==> config.mk <==
export PLATFORM = sky130hd
export DESIGN_NAME = rat_flag_unit
export DESIGN_NICKNAME = d
export VERILOG_FILES = /design/src/rtl/rat_flag_unit.sv
export SDC_FILE = /design/constraint.sdc
export NUM_CORES = 1
export LEC_CHECK = 0
export ABC_CLOCK_PERIOD_IN_PS = 900
export BUFFER_PORTS_ARGS = -buffer_cell sky130_fd_sc_hd__buf_2
export CAP_MARGIN = 25
export CORE_AREA = 2 2 39 41
export DETAILED_ROUTE_END_ITERATION = 7
export DIE_AREA = 0 0 41 43
export PLACE_DENSITY_LB_ADDON = 0.2
export SETUP_SLACK_MARGIN = 0.05
export SLEW_MARGIN = 20
export SYNTH_ARGS = -nofsm -noshare
export SYNTH_HDL_FRONTEND = slang
export SYNTH_SLANG_ARGS = --single-unit
==> constraint.sdc <==
create_clock -name CLK -period 0.9 [get_ports CLK]
set_input_delay 0.18 -clock CLK [delete_from_list [all_inputs] [get_ports CLK]]
set_output_delay 0.18 -clock CLK [all_outputs]
set_load 0.05 [all_outputs]
==> src/rtl/rat_flag_unit.sv <==
// rat_flag_unit -- RAT CPU status flags (C, Z, I), interrupt shadow copies of C/Z,
// INTR synchroniser and gated interrupt request to the control unit.
//
// Build option: define RAT_INT_EDGE_EN to get edge-triggered interrupts. A rising
// edge of the synchronised INTR is latched as pending until the control unit
// acknowledges it. Without the macro the block is level-sensitive: the request
// follows the synchronised INTR and is lost if INTR drops while interrupts are masked.
//
// SYNC_STAGES is the depth of the INTR synchroniser. Legal values are 2..4.

module rat_flag_unit #(
    parameter int SYNC_STAGES = 2
) (
    input  logic CLK,
    input  logic RST_N,
    input  logic C_IN,
    input  logic Z_IN,
    input  logic FLG_C_LD,
    input  logic FLG_Z_LD,
    input  logic FLG_C_SET,
    input  logic FLG_C_CLR,
    input  logic FLG_RESTORE,
    input  logic I_SET,
    input  logic I_CLR,
    input  logic INT_ACK,
    input  logic INTR,
    output logic C_FLAG,
    output logic Z_FLAG,
    output logic I_FLAG,
    output logic INT_REQ
);

    // Interrupt-entry tracking: IDLE until an acknowledged request, IN_ISR until RETx
    localparam logic [0:0] ST_IDLE   = 1'b0;
    localparam logic [0:0] ST_IN_ISR = 1'b1;

    logic                   c_q, c_d;
    logic                   z_q, z_d;
    logic                   i_q, i_d;
    logic                   sh_c_q, sh_c_d;
    logic                   sh_z_q, sh_z_d;
    logic                   int_req_q, int_req_d;
    logic [0:0]             state_q, state_d;
    logic [SYNC_STAGES-1:0] sync_q, sync_d;
    logic                   intr_s;
    logic                   ack_live;
    logic                   req_src;

    // ------------------------------------------------------------------
    // INTR synchroniser: stage 0 samples the pin, each later stage samples
    // its predecessor. The last stage is the only one the logic may use.
    // ------------------------------------------------------------------
    genvar gi;
    generate
        for (gi = 0; gi < SYNC_STAGES; gi++) begin : g_sync
            if (gi == 0) begin : g_first
                assign sync_d[gi] = INTR;
            end else begin : g_rest
                assign sync_d[gi] = sync_q[gi-1];
            end
        end
    endgenerate

    assign intr_s = sync_q[SYNC_STAGES-1];

    // Shift the synchroniser chain every clock
    always_ff @(posedge CLK or negedge RST_N) begin
        if (!RST_N) begin
            sync_q <= '0;
        end else begin
            sync_q <= sync_d;
        end
    end

    // An acknowledge only counts as an interrupt entry when we are not
    // already inside a service routine; a repeated ack inside the ISR must
    // not clobber the saved flags or the pending request.
    assign ack_live = INT_ACK && (state_q == ST_IDLE);

    // ------------------------------------------------------------------
    // Request source: pending latch (edge mode) or synchronised level.
    // ------------------------------------------------------------------
`ifdef RAT_INT_EDGE_EN
    logic intr_prev_q;
    logic pend_q, pend_d;
    logic intr_rise;

    assign intr_rise = intr_s && !intr_prev_q;

    // A new rising edge beats a simultaneous acknowledge so the fresh request survives
    always_comb begin
        pend_d = pend_q;
        if (intr_rise) begin
            pend_d = 1'b1;
        end else if (ack_live) begin
            pend_d = 1'b0;
        end
    end

    // Remember the previous synchronised level and hold the pending latch
    always_ff @(posedge CLK or negedge RST_N) begin
        if (!RST_N) begin
            intr_prev_q <= 1'b0;
            pend_q      <= 1'b0;
        end else begin
            intr_prev_q <= intr_s;
            pend_q      <= pend_d;
        end
    end

    assign req_src = pend_q;
`else
    assign req_src = intr_s;
`endif

    // ------------------------------------------------------------------
    // Flag next-state logic.
    // ------------------------------------------------------------------

    // Carry: CLC beats SEC beats restore beats ALU load
    always_comb begin
        c_d = c_q;
        if (FLG_C_CLR) begin
            c_d = 1'b0;
        end else if (FLG_C_SET) begin
            c_d = 1'b1;
        end else if (FLG_RESTORE) begin
            c_d = sh_c_q;
        end else if (FLG_C_LD) begin
            c_d = C_IN;
        end
    end

    // Zero: restore beats ALU load
    always_comb begin
        z_d = z_q;
        if (FLG_RESTORE) begin
            z_d = sh_z_q;
        end else if (FLG_Z_LD) begin
            z_d = Z_IN;
        end
    end

    // Interrupt enable: any acknowledge masks further interrupts, CLI beats SEI
    always_comb begin
        i_d = i_q;
        if (INT_ACK) begin
            i_d = 1'b0;
        end else if (I_CLR) begin
            i_d = 1'b0;
        end else if (I_SET) begin
            i_d = 1'b1;
        end
    end

    // Shadows capture the pre-edge live flags on interrupt entry only
    always_comb begin
        sh_c_d = sh_c_q;
        sh_z_d = sh_z_q;
        if (ack_live) begin
            sh_c_d = c_q;
            sh_z_d = z_q;
        end
    end

    // Request is suppressed during the ack cycle so it is low right after entry
    always_comb begin
        int_req_d = req_src && i_q && !INT_ACK;
    end

    // Entry/exit tracking; restore outside an ISR is a plain software restore
    always_comb begin
        state_d = state_q;
        case (state_q)
            ST_IDLE: begin
                if (int_req_q && INT_ACK) begin
                    state_d = ST_IN_ISR;
                end
            end
            ST_IN_ISR: begin
                if (FLG_RESTORE) begin
                    state_d = ST_IDLE;
                end
            end
            default: begin
                state_d = ST_IDLE;
            end
        endcase
    end

    // Register all flag, shadow, request and state bits
    always_ff @(posedge CLK or negedge RST_N) begin
        if (!RST_N) begin
            c_q       <= 1'b0;
            z_q       <= 1'b0;
            i_q       <= 1'b0;
            sh_c_q    <= 1'b0;
            sh_z_q    <= 1'b0;
            int_req_q <= 1'b0;
            state_q   <= ST_IDLE;
        end else begin
            c_q       <= c_d;
            z_q       <= z_d;
            i_q       <= i_d;
            sh_c_q    <= sh_c_d;
            sh_z_q    <= sh_z_d;
            int_req_q <= int_req_d;
            state_q   <= state_d;
        end
    end

    // Outputs come straight from flops; C_FLAG is the ALU carry-in
    assign C_FLAG  = c_q;
    assign Z_FLAG  = z_q;
    assign I_FLAG  = i_q;
    assign INT_REQ = int_req_q;

endmodule

# [Word-level counts from Yosys, hierarchy flattened]
# Index checks and enable logic that the tools add are counted.
[classes] bitwise_logic=1 mux=12 reduce_logical=8
[op_table] cell="$mux W1" n=11
[op_table] cell="$logic_and A1 B1 Y1" n=4
[op_table] cell="$reduce_bool A4 Y1" n=1
[op_table] cell="$reduce_bool A3 Y1" n=1
[op_table] cell="$pmux W1 S2" n=1
[op_table] cell="$reduce_bool A2 Y1" n=1
[op_table] cell="$logic_not A1 Y1" n=1
[op_table] cell="$not A1 Y1" n=1
[word_totals] elab_cells=29 reg_bits=9

# [Longest topological paths before layout]
# Gate-level depths: netlist of the first run.
[depth] depth_word=4 ltp_mapped=2 ltp_nobuf=2

# [Worst setup path before layout of the first run]
# Ideal clock, no wire load.
[synth_path] path_type="flip-flop to flip-flop" start="register C_FLAG (netlist name)" end="register c_q, in the netlist C_FLAG" arrival_time_ns=0.938 period_less_slack_ns=1.032 slack_ns=-0.132 path_buffers=0 path_stages_with_launch=3 t_required_ns=0.806 cell_sequence="dfrtp_1 mux2i_1 a211oi_1"
[synth_rtl] item="end signal, assigned" line="194" rtl="c_q <= 1'b0;"
[synth_rtl] item="end signal, assigned" line="202" rtl="c_q <= c_d;"
[synth_rtl] item="end, declared" line="37" rtl="logic c_q, c_d;"

# [Worst setup path in the final report of the first run]
[layout_path] start="register i_q, in the netlist I_FLAG" end="output I_FLAG"
[layout_rtl] item="start, declared" line="39" rtl="logic i_q, i_d;"
[layout_rtl] item="start signal, assigned" line="204" rtl="i_q <= i_d;"
[layout_rtl] item="end, declared" line="29" rtl="output logic I_FLAG,"
# No word-level cell between the ends.

==> impl_metrics.tcl, run 1 <==
set metrics [dict create \
    cap_viol_max_count 0 \
    finalHoldViolCount 0 \
    gp_congestion 0.6481 \
    path_delay_family "flip-flops" \
    max_freq_mhz 993.9 \
    ys_seq_elements 9 \
    route.vias.total 274 \
    dp_worst_setup_slack_ns -0.07402 \
    port_buffers 16 \
    critPathRequiredTime_ns 0.72 \
    clk_pin_slew_ns 0.06 \
    r2r_end "sh_c_q" \
    crit_cells 1 \
    worstSetupEndpointType "output port" \
    synthesized_netlist_net_count 38 \
    critical_path_buf_inv_count 1 \
    ffs_w_async_s_r_synth_pct 100.0 \
    final.period_utilization_pct 111.8 \
    htree_levels 1 \
    layout_overhead_on_the_synthesized_area_pct 62.32 \
    synth-edff-count 0 \
    synth.avg_cell_area_sq_um 13.81 \
    worst_hold_slack_ns 0.02797 \
    synth_top_area_share_pct 65.22 \
    grt_start_max_net_pins 10 \
    cp-endpoint "I_FLAG" \
    ys_top_cells_by_count "dfrtp_1, nor2_1, mux2_4, mux2i_1, nand2_1" \
    tritoncts_num_sinks 9 \
    max_slew_margin_pct 85.64 \
    placement_rows 14 \
    insertedDiodeCount 0 \
    core_area_sq_mm 0.001384 \
    critical_path.max_fanout 2 \
    critPathKind "flip-flop to output port" \
    p_leak_nw 0.2799 \
    wire_length_per_cell_after_detailed_routing_um 9.833 \
    worst_slew_pin_tran_ns 0.2149 \
    synth_cell_types 12 \
    route.detailed.vias_per_inst 4.152 \
    clock-skew-final_ns 0.005606 \
    rsz0062_at_grt "true" \
    detail-route-antenna-nets 0 \
    failed_checks "setup timing" \
    yosys.cell_count.top_type "dfrtp_1" \
    r2r_start "state_q" \
    postLayoutSetupSlackWorst_ns -0.1062 \
    rr_worst_depth 2 \
    tritoncts "done" \
    synth.top_cells.by_area "dfrtp_1, mux2_4, mux2i_1, nor2b_4, nor2_1" \
    postSynthCellCount 25 \
    post-route-min-period_ns 1.006 \
    final-setup-viol-count 6 \
    crit_start_category "flip-flop" \
    i_o_pin_count 17 \
    total_congestion_overflow 0 \
    yosys_most_used_dff "dfrtp_1" \
    synthesis.area_sq_um 345.3 \
    drt-initial-drc-count 1 \
    drive_above_1_share_pct 66.00 \
    yosysSeqAreaShare_pct 65.22 \
    synth_top_area_cell "dfrtp_1" \
    start_util_pct 24.95 \
    crit_path_cell_trace "buf_8" \
    drt_first_pass_iters 4 \
    global_route_wire_length_before_repair_mm 1.152 \
    clk_path_buf_depth 2 \
    vias_in_the_first_global_route 267 \
    status "finished, violations left" \
    r2r_slack_ns -0.08 \
    final_util_pct 40.51 \
    critical-path-slowest-cell "dfrtp_2" \
    arrival_ns 0.83 \
    die_h_um 43 \
    ctsRootBufferMaster "clkbuf_4" \
    hold_sp "INTR" \
    gr-usage-all-layers_pct 10.55 \
    setup.worst_path.start "I_FLAG" \
    sum_of_negative_setup_slack_ns -0.5630 \
    fp.dieW_um 41 \
    critPathMaxStageDelay_ns 0.41 \
    ir_drop_uv 1064 \
    clk_latency_ns 0.26 \
    drcViolationCount 0 \
    drt_wl_total_um 649 \
    antenna_found_initial 0 \
    power.density_mw_per_mm2 1785 \
    timing.final.max_slew_violations 0 \
    hold_path.class "primary input to flip-flop" \
    design.die.area_sq_mm 0.001763 \
    warning_count_from_the_yosys_run 0 \
    hpwlAfterDp_um 512.7 \
    cts_inserted_buffers 3 \
    nets 64 \
]
==> report_power, final <==
part           leakage, nW  internal [mW]  switching [mW]
Sequential           0.109          0.445          0.0225
Combinational        0.156          0.118           0.109
Clock               0.0150          0.170           0.135
==> layer usage <==
layer / routed length, um / vias to the layer above / track usage (%)
li1: - / 135 / -
met1: 290 / 123 / 13.95
met2: 271 / 16 / 12.81
met3: 87 / 0 / 9.424
met4: 0 / 0 / 2.000
met5: 0 / - / 0
==> worst min-delay path by stage <==
stage	depth (start not counted)	endpoint	slack, ns
after CTS	1	sync_q[0]	0.02
after global placement	1	sync_q[0]	0.03
after floorplan	0	C_FLAG	-0.12
after global routing	1	sync_q[0]	0.006
after detailed placement	1	sync_q[1]	0.04
final	1	sync_q[0]	0.03
==> cell usage in the layout (no fill, tap or decap), drive strengths merged, types with 2 or more instances in the layout <==
| master | instances |
|---|---|
| clkbuf | 4 |
| mux2 | 2 |
| mux2i | 2 |
| nand2 | 2 |
| buf | 20 |
| dfrtp | 9 |
| nor2 | 3 |
==> repair_timing <==
action | CTS | global route
pin swaps | 0 | 1
setup endpoints to repair | 6 | 10
cloned | 0 | 0
endpoints found under the hold margin | 9 | 0
hold buffers | 1 | 0
setup buffers | 4 | 0
gates resized for setup | 10 | 4
==> registers in the layout, indices dropped and copies added (netlist names) <==
register / cells
sh_z_q: 1
sh_c_q: 1
INT_REQ: 1
C_FLAG: 1
Z_FLAG: 1
I_FLAG: 1
sync_q: 2
state_q: 1
==> final cells by class <==
type / count / area, sq um
Fill cell: 138 / 823.3
Tap cell: 16 / 20.02
Clock buffer: 4 / 26.28
Sequential cell: 9 / 230.2
Timing Repair Buffer: 21 / 152.6
Inverter: 1 / 3.754
Multi-Input combinational cell: 15 / 127.6
==> cells by family after synthesis <==
family	share of synthesized area, %
flip-flops	65.22
buffers and inverters	1.086
multiplexers	14.49
AND/OR/NAND/NOR	13.04
AO/OA/AOI/OAI	6.159
==> stage by stage <==
step | cells | total power, mW | cell area (sq um)
CTS | 66 | 1.009 | 545.5
global placement | 57 | 0.6394 | 450.4
finish | 66 | 1.000 | 560.5
global route | 66 | 1.080 | 560.5
detailed placement | 57 | 0.6445 | 450.4
floorplan | 25 | 0.5803 | 350.3
No activity file was read; power rests on OpenSTA's default activity.
==> inputs of run 2 (changes only) <==
--- a/config.mk
+++ b/config.mk
@@ -9,6 +9,7 @@
 export BUFFER_PORTS_ARGS = -buffer_cell sky130_fd_sc_hd__buf_2
 export CAP_MARGIN = 25
 export CORE_AREA = 2 2 39 41
+export CTS_BUF_LIST = sky130_fd_sc_hd__clkbuf_8 sky130_fd_sc_hd__clkbuf_16
 export DETAILED_ROUTE_END_ITERATION = 7
 export DIE_AREA = 0 0 41 43
 export PLACE_DENSITY_LB_ADDON = 0.2
==> run 2 against run 1 <==
  * The flow still finishes with violations (setup timing)
  * Maximum frequency up 2.6%
  * Sequential power rose by 1%
  * Wire length up 2.0%
  * Via count decreased by 0.36%
  * First-iteration DRC count increased to 5.0 times the previous value
  * Global-route usage shrank 0.10 points
  * Clock-buffer cell count down 1
  * Cell area increased by 5.6%
  * Worst hold slack improved by 0.027 ns
  * Sequential cell count stayed put
  * Clock power rose by 47%
  * Critical path type unchanged
  * Largest cell class unchanged
==> impl_metrics.tcl, run 2 (synthesized netlist as in run 1, its figures left out) <==
set metrics [dict create \
    cap_viol_max_count 0 \
    path_delay_family "flip-flops" \
    postLayoutSetupSlackWorst_ns -0.08107 \
    port_buffers 16 \
    power.share.switching_pct 24.77 \
    clock-skew-final_ns 0.003546 \
    global_route_wire_length_before_repair_mm 1.138 \
    dpl-instance-area_sq_um 450.4 \
    cp-endpoint "C_FLAG" \
    r2r_end "sh_c_q" \
    insertedDiodeCount 0 \
    total_congestion_overflow 0 \
    arrival_ns 0.80 \
    p_int_mw 0.8756 \
    power.density_mw_per_mm2 1966 \
    p_leak_nw 0.2964 \
    clk_latency_ns 0.23 \
    timing.final.max_slew_violations 0 \
    grt_start_max_net_pins 10 \
    antenna_found_initial 0 \
    status "finished, violations left" \
    wire_length_per_cell_after_detailed_routing_um 10.03 \
    worst_slew_pin_tran_ns 0.2149 \
    r2r_start "state_q" \
    start_util_pct 24.95 \
    critPathMaxStageDelay_ns 0.42 \
    drt_first_pass_iters 4 \
    route.vias.total 273 \
    crit_start_category "flip-flop" \
    crit_cells 1 \
    clk_path_buf_depth 2 \
    vias_in_the_first_global_route 265 \
    die_h_um 43 \
    critical_path.max_fanout 2 \
    route.detailed.vias_per_inst 4.136 \
    switchingPower_mw 0.2883 \
    final.period_utilization_pct 109.0 \
    drt-initial-drc-count 5 \
    r2r_slack_ns -0.08 \
    combinationalPowerShare_pct 20.7 \
    tritoncts_num_sinks 9 \
    gp_congestion 0.6481 \
    max_slew_margin_pct 85.64 \
    post-route-min-period_ns 0.9811 \
    worstSetupEndpointType "output port" \
    clk_pin_slew_ns 0.04 \
    rr_worst_depth 2 \
    regMostFlops "sync_q" \
    finalHoldViolCount 0 \
    crit_path_cell_trace "buf_8" \
    seqPwrFrac_pct 40.7 \
    placement_rows 14 \
    layout_commonest_cell "buf_2" \
    rsz0062_at_grt "true" \
    drive_above_1_share_pct 64.00 \
    most-common-layout-cells "buf_2, dfrtp_1, dfrtp_2, buf_8" \
    core_area_sq_mm 0.001384 \
    gr-usage-all-layers_pct 10.45 \
    critPathKind "flip-flop to output port" \
    design.die.area_sq_mm 0.001763 \
    design_area_sq_um 591.8 \
    hold_path.class "primary input to flip-flop" \
    largest_register_ffs 2 \
    cts_inserted_buffers 3 \
    hpwlAfterDp_um 512.7 \
    failed_checks "setup timing" \
    layout_overhead_on_the_synthesized_area_pct 71.38 \
    drt_wl_total_um 662 \
    drcViolationCount 0 \
    htree_levels 1 \
    power.share.clock_pct 38.6 \
    ir_drop_uv 1283 \
    nets 64 \
    final-setup-viol-count 7 \
    setup.worst_path.start "C_FLAG" \
    critical_path_buf_inv_count 1 \
    detail-route-antenna-nets 0 \
    tritoncts "done" \
    max_freq_mhz 1019 \
    critical-path-slowest-cell "dfrtp_2" \
    layout.filler_cells 137 \
    critPathRequiredTime_ns 0.72 \
    fp.dieW_um 41 \
    sum_of_negative_setup_slack_ns -0.4625 \
    ctsRootBufferMaster "clkbuf_8" \
    i_o_pin_count 17 \
]
-- run 2: cell count changes in the layout (fill, tap and decap cells not counted), sizes merged --
cell    delta
clkbuf     -1
inv        +1
-- run 2: metal layers --
metal,track usage [%],share of wire (%),vias to the layer above
met5,0,0,-
met3,9.424,13,0
met4,2.000,0,0
li1,-,-,134
met1,13.62,45,125
met2,12.81,42,14
-- run 2: power by group through the flow --
stage / Combinational (mW) / Sequential [mW] / Clock, mW
floorplan: 0.0562 / 0.524 / 0
global placement: 0.164 / 0.475 / 0
detailed placement: 0.168 / 0.476 / 0
CTS: 0.229 / 0.472 / 0.467
global route: 0.260 / 0.479 / 0.506
finish: 0.241 / 0.474 / 0.449
-- run 2: worst min-delay path by stage --
stage	startpoint	to	cells past startpoint
final	INTR	sync_q[0]	1
after global routing	INTR	sync_q[0]	1
after CTS	INTR	sync_q[0]	1
after detailed placement	RST_N	sync_q[1]	1
after global placement	RST_N	sync_q[0]	1
after floorplan	RST_N	C_FLAG	0
-- run 2: cell type report --
| type | count | area, sq um | share of cell area (%) |
|---|---|---|---|
| Sequential cell | 9 | 230.2 | 38.90 |
| Multi-Input combinational cell | 15 | 125.1 | 21.14 |
| Inverter | 1 | 3.754 | 0.6342 |
| Clock inverter | 1 | 3.754 | 0.6342 |
| Clock buffer | 3 | 41.29 | 6.977 |
| Tap cell | 16 | 20.02 | 3.383 |
| Timing Repair Buffer | 21 | 167.7 | 28.33 |
-- run 2: per-stage QoR --
| step | setup WS [ns] | utilization (%) | power, mW | hold slack, ns | std cells |
|---|---|---|---|---|---|
| 3_3_place_gp | -0.05792 | 32.55 | 0.6394 | 0.03497 | 57 |
| 5_1_grt | -0.1084 | 42.77 | 1.245 | 0.04308 | 66 |
| 3_5_place_dp | -0.07402 | 32.55 | 0.6445 | 0.03964 | 57 |
| 2_1_floorplan | -0.05000 | - | 0.5803 | -0.1156 | 25 |
| 6_report | -0.08107 | 42.77 | 1.164 | 0.05468 | 66 |
| 4_1_cts | -0.08389 | 41.59 | 1.169 | 0.04990 | 66 |
-- run 2: timing repair --
item,4_1_cts,5_1_grt
resized for setup,13,4
pin swaps,1,2
hold buffers,1,0
buffers inserted,4,0
endpoints found under the hold margin,9,0
setup endpoints to repair,6,9
==> inputs of run 3 (changes only) <==
--- a/config.mk
+++ b/config.mk
@@ -12,6 +12,7 @@
 export CTS_BUF_LIST = sky130_fd_sc_hd__clkbuf_8 sky130_fd_sc_hd__clkbuf_16
 export DETAILED_ROUTE_END_ITERATION = 7
 export DIE_AREA = 0 0 41 43
+export HOLD_SLACK_MARGIN = 0.12
 export PLACE_DENSITY_LB_ADDON = 0.2
 export SETUP_SLACK_MARGIN = 0.05
 export SLEW_MARGIN = 20
==> run 3 against run 2 <==
  * The run still ends with setup timing left
  * Cell area increased by 6.3%
  * Clock power about the same
  * Core utilization increased by 2.7 points
  * Clock-buffer cell count unchanged
  * Clock skew increased by 0.00088 ns
  * Largest cell class unchanged
  * Largest power group unchanged
  * Highest routed layer unchanged
==> impl_metrics.tcl, run 3 (synthesized netlist as in run 1, its figures left out) <==
set metrics [dict create \
    total_congestion_overflow 0 \
    path_delay_family "flip-flops" \
    route.detailed.vias_per_inst 4.174 \
    critPathRequiredTime_ns 0.72 \
    power.density_mw_per_mm2 1873 \
    crit_path_cell_trace "buf_8" \
    post-route-min-period_ns 0.9822 \
    gp_congestion 0.6481 \
    clk_path_buf_depth 2 \
    design.die.area_sq_mm 0.001763 \
    failed_checks "setup timing" \
    hold_path.class "primary input to flip-flop" \
    port_buffers 16 \
    arrival_ns 0.80 \
    critical-path-slowest-cell "dfrtp_2" \
    cap_viol_max_count 0 \
    hold_path_depth 2 \
    rsz0062_at_grt "true" \
    global_route_wire_length_before_repair_mm 1.166 \
    worstSetupEndpointType "output port" \
    core_area_sq_mm 0.001384 \
    hold_buffers 4 \
    die_h_um 43 \
    tritoncts_num_sinks 9 \
    antenna_found_initial 0 \
    final_cell_count_no_fill 69 \
    multi_input_area_sq_um 130.1 \
    sequential_cell_area_sq_um 230.2 \
    rr_worst_depth 2 \
    largest_register_ffs 2 \
    crit_cells 1 \
    route.vias.total 288 \
    postLayoutSetupSlackWorst_ns -0.08220 \
    tritoncts "done" \
    fp.dieW_um 41 \
    drt_first_pass_iters 4 \
    clock-skew-final_ns 0.004426 \
    clk_pin_slew_ns 0.05 \
    clk_latency_ns 0.23 \
    timing.final.max_slew_violations 0 \
    insertedDiodeCount 0 \
    sum_of_negative_setup_slack_ns -0.4588 \
    dp.cells 57 \
    drcViolationCount 0 \
    regMostFlops "sync_q" \
    critPathKind "flip-flop to output port" \
    ctsRootBufferMaster "clkbuf_8" \
    grt_start_max_net_pins 10 \
    power_mw 1.179 \
    cts_inserted_buffers 3 \
    max_slew_margin_pct 85.64 \
    drt-initial-drc-count 8 \
    layout_commonest_cell "buf_2" \
    ir_drop_uv 1327 \
    gr-usage-all-layers_pct 10.65 \
    max_freq_mhz 1018 \
    wire_length_per_cell_after_detailed_routing_um 10.12 \
    drt_wl_total_um 698 \
    critical_path_buf_inv_count 1 \
    placement_rows 14 \
    status "finished, violations left" \
    vias_in_the_first_global_route 276 \
    dpl-instance-area_sq_um 450.4 \
    worst_slew_pin_tran_ns 0.2149 \
    design_area_sq_um 629.4 \
    final.period_utilization_pct 109.1 \
    hpwlAfterDp_um 512.7 \
    start_util_pct 24.95 \
    critical_path.max_fanout 2 \
    i_o_pin_count 17 \
    htree_levels 1 \
    layout.filler_cells 134 \
    crit_start_category "flip-flop" \
    finalHoldViolCount 0 \
    final_util_pct 45.48 \
    most-common-layout-cells "buf_2, dfrtp_1, dfrtp_2, buf_8" \
    layout_overhead_on_the_synthesized_area_pct 82.25 \
    p_leak_nw 0.3187 \
    nets 67 \
    drive_above_1_share_pct 62.26 \
    detail-route-antenna-nets 0 \
    final-setup-viol-count 7 \
    critPathMaxStageDelay_ns 0.41 \
]
run 3: through the flow:
step / hold slack [ns] / setup WS [ns]
2_1_floorplan: -0.1156 / -0.05000
3_3_place_gp: 0.03497 / -0.05792
3_5_place_dp: 0.03964 / -0.07402
4_1_cts: 0.09962 / -0.08389
5_1_grt: 0.09080 / -0.1084
6_report: 0.09808 / -0.08220
run 3: final cells by class:
type,count,share of cell area [%]
multi-input combinational,15,20.68
timing repair buffer,24,31.81
sequential,9,36.58
clock inverter,1,0.5964
clock buffer,3,6.561
inverter,1,0.5964
tap,16,3.181
run 3: final timing paths:
| check | from | endpoint | slack (ns) |
|---|---|---|---|
| max | Z_FLAG | Z_FLAG | -0.08 |
| min | FLG_C_CLR | C_FLAG | 0.1 |
| max reg2reg | state_q | sh_c_q | -0.08 |
| min reg2reg | sync_q[0] | sync_q[1] | 0.35 |
| max in group asynchronous | RST_N | C_FLAG | 0.39 |
| min in group asynchronous | RST_N | I_FLAG | 0.32 |
run 3: metal layers:
metal	global-route usage (%)	up-vias	share of wire, %
met5	0	-	0
li1	-	141	-
met1	13.95	133	44
met4	2.000	0	0
met3	9.424	0	13
met2	13.13	14	43
run 3: what timing repair did:
item                                   4_1_cts  5_1_grt
pin swaps                                    1        2
endpoints found under the hold margin       13        1
resized for setup                           13        6
setup buffers                                4        0
setup endpoints to repair                    6       10
run 3: power breakdown:
part           total, mW  internal, mW  leakage (nW)  switching (mW)
logic              0.253         0.142         0.183           0.111
registers          0.474         0.447         0.109          0.0268
clock network      0.452         0.297        0.0269           0.155
